File: src/rtl/seq_det_pkg.sv
// Shared types for the time-multiplexed "1001" detector: 2-bit Mealy state encoding.
package seq_det_pkg;

   typedef enum logic [1:0] {
      S0 = 2'b00,
      S1 = 2'b01,
      S2 = 2'b10,
      S3 = 2'b11
   } state_t;

endpackage

File: src/rtl/seq_det_step.sv
// Combinational next-state/match step of the non-overlapping "1001" Mealy detector.
module seq_det_step
   import seq_det_pkg::*;
(
   input  state_t state,
   input  logic   din,
   output state_t next,
   output logic   match
);

   always_comb begin
      next  = S0;
      match = 1'b0;
      case (din)
         1'b0: begin
            case (state)
               S1:      next = S2;
               S2:      next = S3;
               default: next = S0;
            endcase
         end
         1'b1: begin
            // A completed match restarts the stream at S0 (no overlap).
            case (state)
               S3:      next = S0;
               default: next = S1;
            endcase
            match = (state == S3);
         end
         default: begin
            // Unknown bit: drop the partial sequence, never report a match.
            next  = S0;
            match = 1'b0;
         end
      endcase
   end

endmodule

File: src/rtl/seq_det_sched.sv
// Round-robin scheduler sharing one "1001" detector among N_CH serial streams.
// Optional per-channel saturating match counters when SEQ_MATCH_COUNT_EN is defined.
module seq_det_sched
   import seq_det_pkg::*;
#(
   parameter  int N_CH  = 4,
   parameter  int CNT_W = 8,
   localparam int CH_W  = $clog2(N_CH)
) (
   input  logic              clk,
   input  logic              reset,
   input  logic [N_CH-1:0]   req,
   input  logic [N_CH-1:0]   bit_in,
   input  logic [N_CH-1:0]   clear,
`ifdef SEQ_MATCH_COUNT_EN
   input  logic [CH_W-1:0]   cnt_sel,
   output logic [CNT_W-1:0]  cnt_out,
`endif
   output logic [N_CH-1:0]   grant,
   output logic              match_valid,
   output logic [CH_W-1:0]   match_ch
);

   logic [CH_W-1:0] ptr;
   logic [CH_W-1:0] gidx;
   logic            gvalid;
   logic [CH_W:0]   cand;
   state_t          ctx [N_CH];
   state_t          cur;
   state_t          nxt;
   logic            hit;
   logic            hit_rep;

   // Search from ptr upward with wrap; first requester wins.
   always_comb begin
      grant  = '0;
      gidx   = '0;
      gvalid = 1'b0;
      cand   = '0;
      if (!reset) begin
         for (int k = 0; k < N_CH; k++) begin
            cand = {1'b0, ptr} + (CH_W+1)'(k);
            if (cand >= (CH_W+1)'(N_CH))
               cand = cand - (CH_W+1)'(N_CH);
            if (!gvalid && req[cand[CH_W-1:0]]) begin
               gvalid = 1'b1;
               gidx   = cand[CH_W-1:0];
            end
         end
      end
      if (gvalid)
         grant[gidx] = 1'b1;
   end

   assign cur = ctx[gidx];

   seq_det_step u_step (
      .state (cur),
      .din   (bit_in[gidx]),
      .next  (nxt),
      .match (hit)
   );

   // A clear on the granted channel drops the consumed bit and its match.
   assign hit_rep = gvalid & hit & ~clear[gidx];

   always_ff @(posedge clk or posedge reset) begin
      if (reset) begin
         for (int i = 0; i < N_CH; i++)
            ctx[i] <= S0;
         ptr         <= '0;
         match_valid <= 1'b0;
         match_ch    <= '0;
      end else begin
         for (int i = 0; i < N_CH; i++) begin
            if (clear[i])
               ctx[i] <= S0;
            else if (gvalid && gidx == CH_W'(i))
               ctx[i] <= nxt;
         end
         if (gvalid)
            ptr <= (gidx == CH_W'(N_CH-1)) ? '0 : gidx + 1'b1;
         match_valid <= hit_rep;
         if (hit_rep)
            match_ch <= gidx;
      end
   end

`ifdef SEQ_MATCH_COUNT_EN
   logic [CNT_W-1:0] cnt [N_CH];

   always_ff @(posedge clk or posedge reset) begin
      if (reset) begin
         for (int i = 0; i < N_CH; i++)
            cnt[i] <= '0;
      end else begin
         for (int i = 0; i < N_CH; i++) begin
            if (clear[i])
               cnt[i] <= '0;
            else if (hit_rep && gidx == CH_W'(i) && cnt[i] != '1)
               cnt[i] <= cnt[i] + 1'b1;
         end
      end
   end

   assign cnt_out = cnt[cnt_sel];
`else
   // Counter width only matters with counters built in; keep it referenced.
   if (CNT_W < 1) begin : g_cnt_w_unused
   end
`endif

endmodule
File: config.mk
export PLATFORM = sky130hd
export DESIGN_NAME = seq_det_sched
export DESIGN_NICKNAME = d
export VERILOG_FILES = /design/src/rtl/seq_det_pkg.sv /design/src/rtl/seq_det_step.sv /design/src/rtl/seq_det_sched.sv
export SDC_FILE = /design/constraint.sdc
export NUM_CORES = 1
export LEC_CHECK = 0
export CORE_UTILIZATION = 48
export DETAILED_ROUTE_END_ITERATION = 10
export GPL_TIMING_DRIVEN = 0
export HOLD_SLACK_MARGIN = 0.12
export PLACE_DENSITY = 0.77
export REMOVE_ABC_BUFFERS = 1
export SETUP_SLACK_MARGIN = 0.1
export SKIP_LAST_GASP = 1
export SYNTH_ARGS = -nofsm -noshare
export SYNTH_HDL_FRONTEND = slang
export SYNTH_HIERARCHICAL = 1
export SYNTH_SLANG_ARGS = --single-unit
File: constraint.sdc
create_clock -name clk -period 3 [get_ports clk]
set_clock_uncertainty 0.2 [all_clocks]
set_input_delay 0.6 -clock clk [delete_from_list [all_inputs] [get_ports clk]]
set_output_delay 0.6 -clock clk [all_outputs]
set_load 0.01 [all_outputs]
== After elaboration in Yosys (flattened, before gate mapping) ==
Index checks and enable logic that the tools add are counted.
Storage, ports and cells
  bits of input ports: 14
  flip-flop bits (word level): 13
  memories: 0
  output and inout port bits: 7
  RAM bits: 0
  ROM bits: 0
  logic and storage cells: 105
  latch bits: 0
Cells by class
  eq/ne operators: 6
  div/mod/pow operators: 0
  add/sub/neg operators: 8
  multiply operators: 0
  bitwise gates (word level): 5
  order comparisons: 11
  muxes and demuxes: 52
  reductions and logical operators: 16
  shift-type cells: 0
Operators with widths (count)
  $mux W2: 24
  $mux W1: 17
  $lt A2 B3 Y1 const B: 5
  $bmux W1 S2: 6
  $ge A3 B3 Y1 const B: 4
  $eq A2 B2 Y1 const B: 4
  $logic_and A1 B1 Y1: 8
  $pmux W2 S2: 2
  $reduce_bool A2 Y1: 4
  $sub A2 B1 Y2 const B: 4
  $add A2 B2 Y3 const B: 2
  $bmux W2 S2: 1
  $eq A2 B1 Y1 const B: 2
  $mux W4: 1
  $add A2 B1 Y3 const B: 1
  $ge A2 B3 Y1 const B: 1
  $logic_not A1 Y1: 3
  $not A2 Y3: 1
  $add A2 B1 Y2 const B: 1
  $and A1 B1 Y1: 2
  $demux W1 S2: 1
  $ge A2 B1 Y1 const B: 1
  $logic_not A2 Y1: 1
  $not A1 Y1: 2

== Depth between registers and ports, before layout ==
  depth in word-level cells: 28
  gate-level depth with buffers: 11
  gate-level depth less buffers: 10

== Hierarchy ==
Netlist, hierarchy kept.
Modules (own cells, without submodules)
  seq_det_sched: cells an instance 97, instances 1, sequential area each 325.3 µm², area an instance 863.3 µm²
  seq_det_step: cells an instance 5, instances 1, sequential area each 0.0 µm², area an instance 40.0 µm²

== Worst setup path before layout ==
OpenSTA, ideal clock, no wires.
  kind: input port to flip-flop
  from: in req[2]
  to: reg match_ch[0]
  cell stages on the path: 11
  buffers on the path: 1
  arrival: 2.645 ns
  setup slack: 0.033 ns
  library setup time: 0.122 ns
  required time: 2.678 ns
  path through: nor2b_1 o21a_1 or4_4 buf_6 mux2i_1 mux2i_1 ha_1 and2_2 and2_1 o2111ai_1 a32o_1
Between the ends
  word-level cells in the longest chain between the ends: 24
  elaborated cells between the ends (all ways): 40
  classes of those cells: 1 x eq/ne; 29 x mux; 4 x bitwise; 6 x reduce/logical
RTL lines
  from (decl): line seq_det_sched.sv:12  | input logic [N_CH-1:0] req,
  $bmux W1 S2: line seq_det_sched.sv:45  | if (!gvalid && req[cand[CH_W-1:0]]) begin
  $mux W1 (not written as such): line seq_det_sched.sv:45
  $mux W1: line seq_det_sched.sv:45
  $mux W1: line seq_det_sched.sv:40  | if (!reset) begin
  $logic_not A1 Y1: line seq_det_sched.sv:45
  $logic_and A1 B1 Y1: line seq_det_sched.sv:45
  $mux W1: line seq_det_sched.sv:45
  $mux W1: line seq_det_sched.sv:40
  (+8 left out)
  $not A2 Y3 (not written as such) *: line seq_det_sched.sv:55  | assign cur = ctx[gidx];
  $bmux W2 S2 *: line seq_det_sched.sv:55
  $mux W2 (not written as such) * (2 in a row): line seq_det_sched.sv:55
  via cur[1]: line seq_det_sched.sv:29  | state_t cur;
  $eq A2 B2 Y1 *: line seq_det_step.sv:28  | match = (state == S3);
  $mux W1 *: line seq_det_step.sv:14  | case (din)
  via hit: line seq_det_sched.sv:31  | logic hit;
  $and A1 B1 Y1 * (2 in a row): line seq_det_sched.sv:65  | assign hit_rep = gvalid & hit & ~clear[gidx];
  to (signal assigned): line seq_det_sched.sv:85  | match_ch <= gidx;
  to (decl): line seq_det_sched.sv:21  | output logic [CH_W-1:0] match_ch
Mark *: on every way through the listed nets, which the timed path passes. The rest lies on a longest branch. The select of a mux whose other input is x is not followed.
A chain may end at the register's enable or synchronous reset.

== Final worst setup path ==
  from: in req[0]
  to: reg match_ch[0]
The elaborated chain is that of the path after synthesis.

==> impl_results.md <==
- Failing checks: setup timing
- Top cells by count, synth: nand2_1, dfrtp_1, a21oi_1, mux2i_1, inv_1
- H-tree depth: 1
- Number of flops mapped to enable cells by yosys: 0
- First-pass GRT wire length: roughly 3800 um
- Vias per cell: 5.70
- Placed inst area: between 1000 and 1500 um2
- Clock Sinks: 13
- Top sig layer: met4
- Die height: between 40 and 50 um
- Register area share after synthesis: 0.360
- Flops & latches, synth: 13
- Worst stage delay on the critical path: 0.52 ns
- Ys async rst share: 1.00
- Max Cap Violations: 0
- Die footprint: a little over 2000 um2
- Filler cells: between 100 and 150
- Netlist cell types: 30
- Layout cells sized above 1: 0.429
- Ys flop type: dfrtp_1
- DR vias: between 900 and 1,000
- CTS tree: yes
- DRT Pass-1 Iters: 4
- GRT Residual Overflow: 0
- Slew Limit Fails: 0
- Final instance area: 1410 um2
- Tot GR Track Use: 0.268
- Mapped cell area: 903 um2
- Hpwl dp: between 1000 and 1500 um
- Crit path DAT: 3.02 ns
- NumNets Final: 160
- Total CTS buffers: 3
- Crit path kind: in -> reg
- Ordered cell list for the critical path: buf_8, nor2b_4, o21a_1, or4_4, buf_6, buf_6, mux2i_2, mux2i_2, ha_2, and2_4, and2_4, o2111ai_2, a32o_1
- Synth warn: 6
- Leakage: 0.650 nW
- Worst-margin pin slew: approximately 0.84 ns
- CP delay by family, top: simple AND/OR/NAND/NOR gates
- DRC: 0
- Peak supply drop: a little under 0.4 mV
- Unrepaired setup endpoints after global routing: yes
- Std cell rows: 15
- Multi-input combinational cell area: 651 um2
- DP Cell Count: roughly 140
- Clk Latency, worst-skew pair: between 0.2 and 0.3 ns
- N_diodes: 0
- Buffers & Inverters on Critical Path: 3
- Die width: between 40 and 50 um
- Critical path peak fanout: 5
- Core Area: 1750 um2
- Max-slew headroom: 0.439
- Fmax: between 0.3 and 0.4 GHz
- Pin count of the biggest net entering global routing: 16
- 1st-iter DRT viols: 20
- Vias in the first global route: just under 900
- Startpoint Class: input port
- Top cell type's share of synthesized area: 0.360
- DRT Wirelength: ~2800 um
- Root buffer cell: clkbuf_4
- Area Growth Syn to Fin: 55.7%
- Fin crit share: 1.02
- Critical path data required time: 2.96 ns
- Clock transition at the registers of the reported paths: approximately 0.07 ns
- # port buffers: 20
- Count leader, synth: nand2_1
- FF/Latch Area: around 330 um2
- Fin cells: about 170
- Starting Density: 0.518
- Cell Pwr Density: roughly 480 nW/um2
- Post-Syn Instances: ~100
- Routed length on met3: around 130 um
- Status: complete, but fails checks
- CP max stage cell: or4_4
- Mean post-synth cell area: 8.86 um2
- Leading area contributor after synthesis: dfrtp_1
- DP Worst Slack: -0.909 ns
- Final number of hold-violating endpoints: 0
- Initial antenna violation count: 0
- Fin worst setup slack: -0.0651 ns
- Final setup TNS: -0.276 ns
- Min-delay worst type: reg -> reg
- Clock tree buffer depth: 2
- Min Clock Period, post-route: about 3.1 ns
- Setup crit end kind: register
- M1 wire length: 1180 um
- DR WL met2: ~1500 um
- Synth top area cells: dfrtp_1, mux2i_1, ha_1
- Final setup fails: 11
- WL/cell: 17.2 um
- Antenna Violating Nets Remaining: 0
- GP Congestion: about 0.74
- # IOs: 21
- CTS hold repair buffers: 0
report_power, final:
part	leakage, nW	internal, mW	switching (mW)
registers	0.171	0.192	0.0205
logic	0.464	0.179	0.175
clock network	0.0150	0.0515	0.0548
registers in the layout (all words and copies together) (netlist names):
name / cells
match_ch: 2
ptr: 2
ctx: 8
match_valid: 1
path summary, 6_finish.rpt:
kind	start	to	slack [ns]	cells past startpoint
worst max-delay path	req[0]	match_ch[0]$_DFFE_PP0P_	-0.07	13
worst min-delay path	match_ch[0]$_DFFE_PP0P_	match_ch[0]$_DFFE_PP0P_	0.31	1
worst max register to register	ptr[0]$_DFFE_PP0P_	match_ch[0]$_DFFE_PP0P_	-0.01	11
worst min register to register	match_ch[0]$_DFFE_PP0P_	match_ch[0]$_DFFE_PP0P_	0.31	1
max in group asynchronous	reset	ctx[5]$_DFFE_PP0P_	1.84	2
min in group asynchronous	reset	match_valid$_DFF_PP0_	0.40	2
cells in the final DEF (no fill, tap or decap), types with 4 or more instances in the layout:
| cell | n |
|---|---|
| dfrtp_1 | 13 |
| mux2i_1 | 7 |
| nor2_1 | 4 |
| inv_1 | 8 |
| nand2_2 | 4 |
| clkdlybuf4s50_1 | 11 |
| nand3_1 | 7 |
| ha_4 | 4 |
| buf_6 | 4 |
| buf_2 | 4 |
| nand2_1 | 10 |
| a21oi_1 | 9 |
| buf_4 | 14 |
cell families after synthesis:
family	count (synthesis)	synth area share
simple gates	35	0.190
flops	13	0.360
fa+ha+maj	5	0.0693
mux	13	0.151
compound gates	21	0.158
buf+inv	15	0.0720
stage by stage:
stage,power (mW),hold slack [ns],utilization
global route,0.706,0.337,0.806
finish,0.673,0.312,0.806
global placement,0.416,0.292,0.639
detailed placement,0.420,0.298,0.639
CTS,0.603,0.312,0.750
floorplan,0.353,0.277,-
layout make-up:
| type | instances | share of cell area |
|---|---|---|
| flip-flops and latches | 13 | 0.231 |
| clock buffers | 4 | 0.0187 |
| inverters | 12 | 0.0374 |
| well taps | 25 | 0.0222 |
| repair buffers | 37 | 0.228 |
| multi-input cells | 74 | 0.463 |
routing by layer:
metal  up-vias  track usage
met4         0        0.103
met1       471        0.324
li1        428            -
met5         -            0
met2        34        0.457
met3         8       0.0595
repair_timing:
item | CTS | global route
pin swaps | 6 | 5
gates resized for setup | 57 | 15
setup buffers | 10 | 7
setup endpoints to repair | 15 | 15
endpoints found under the hold margin | 0 | 0
No activity file was read; power rests on OpenSTA's default activity.
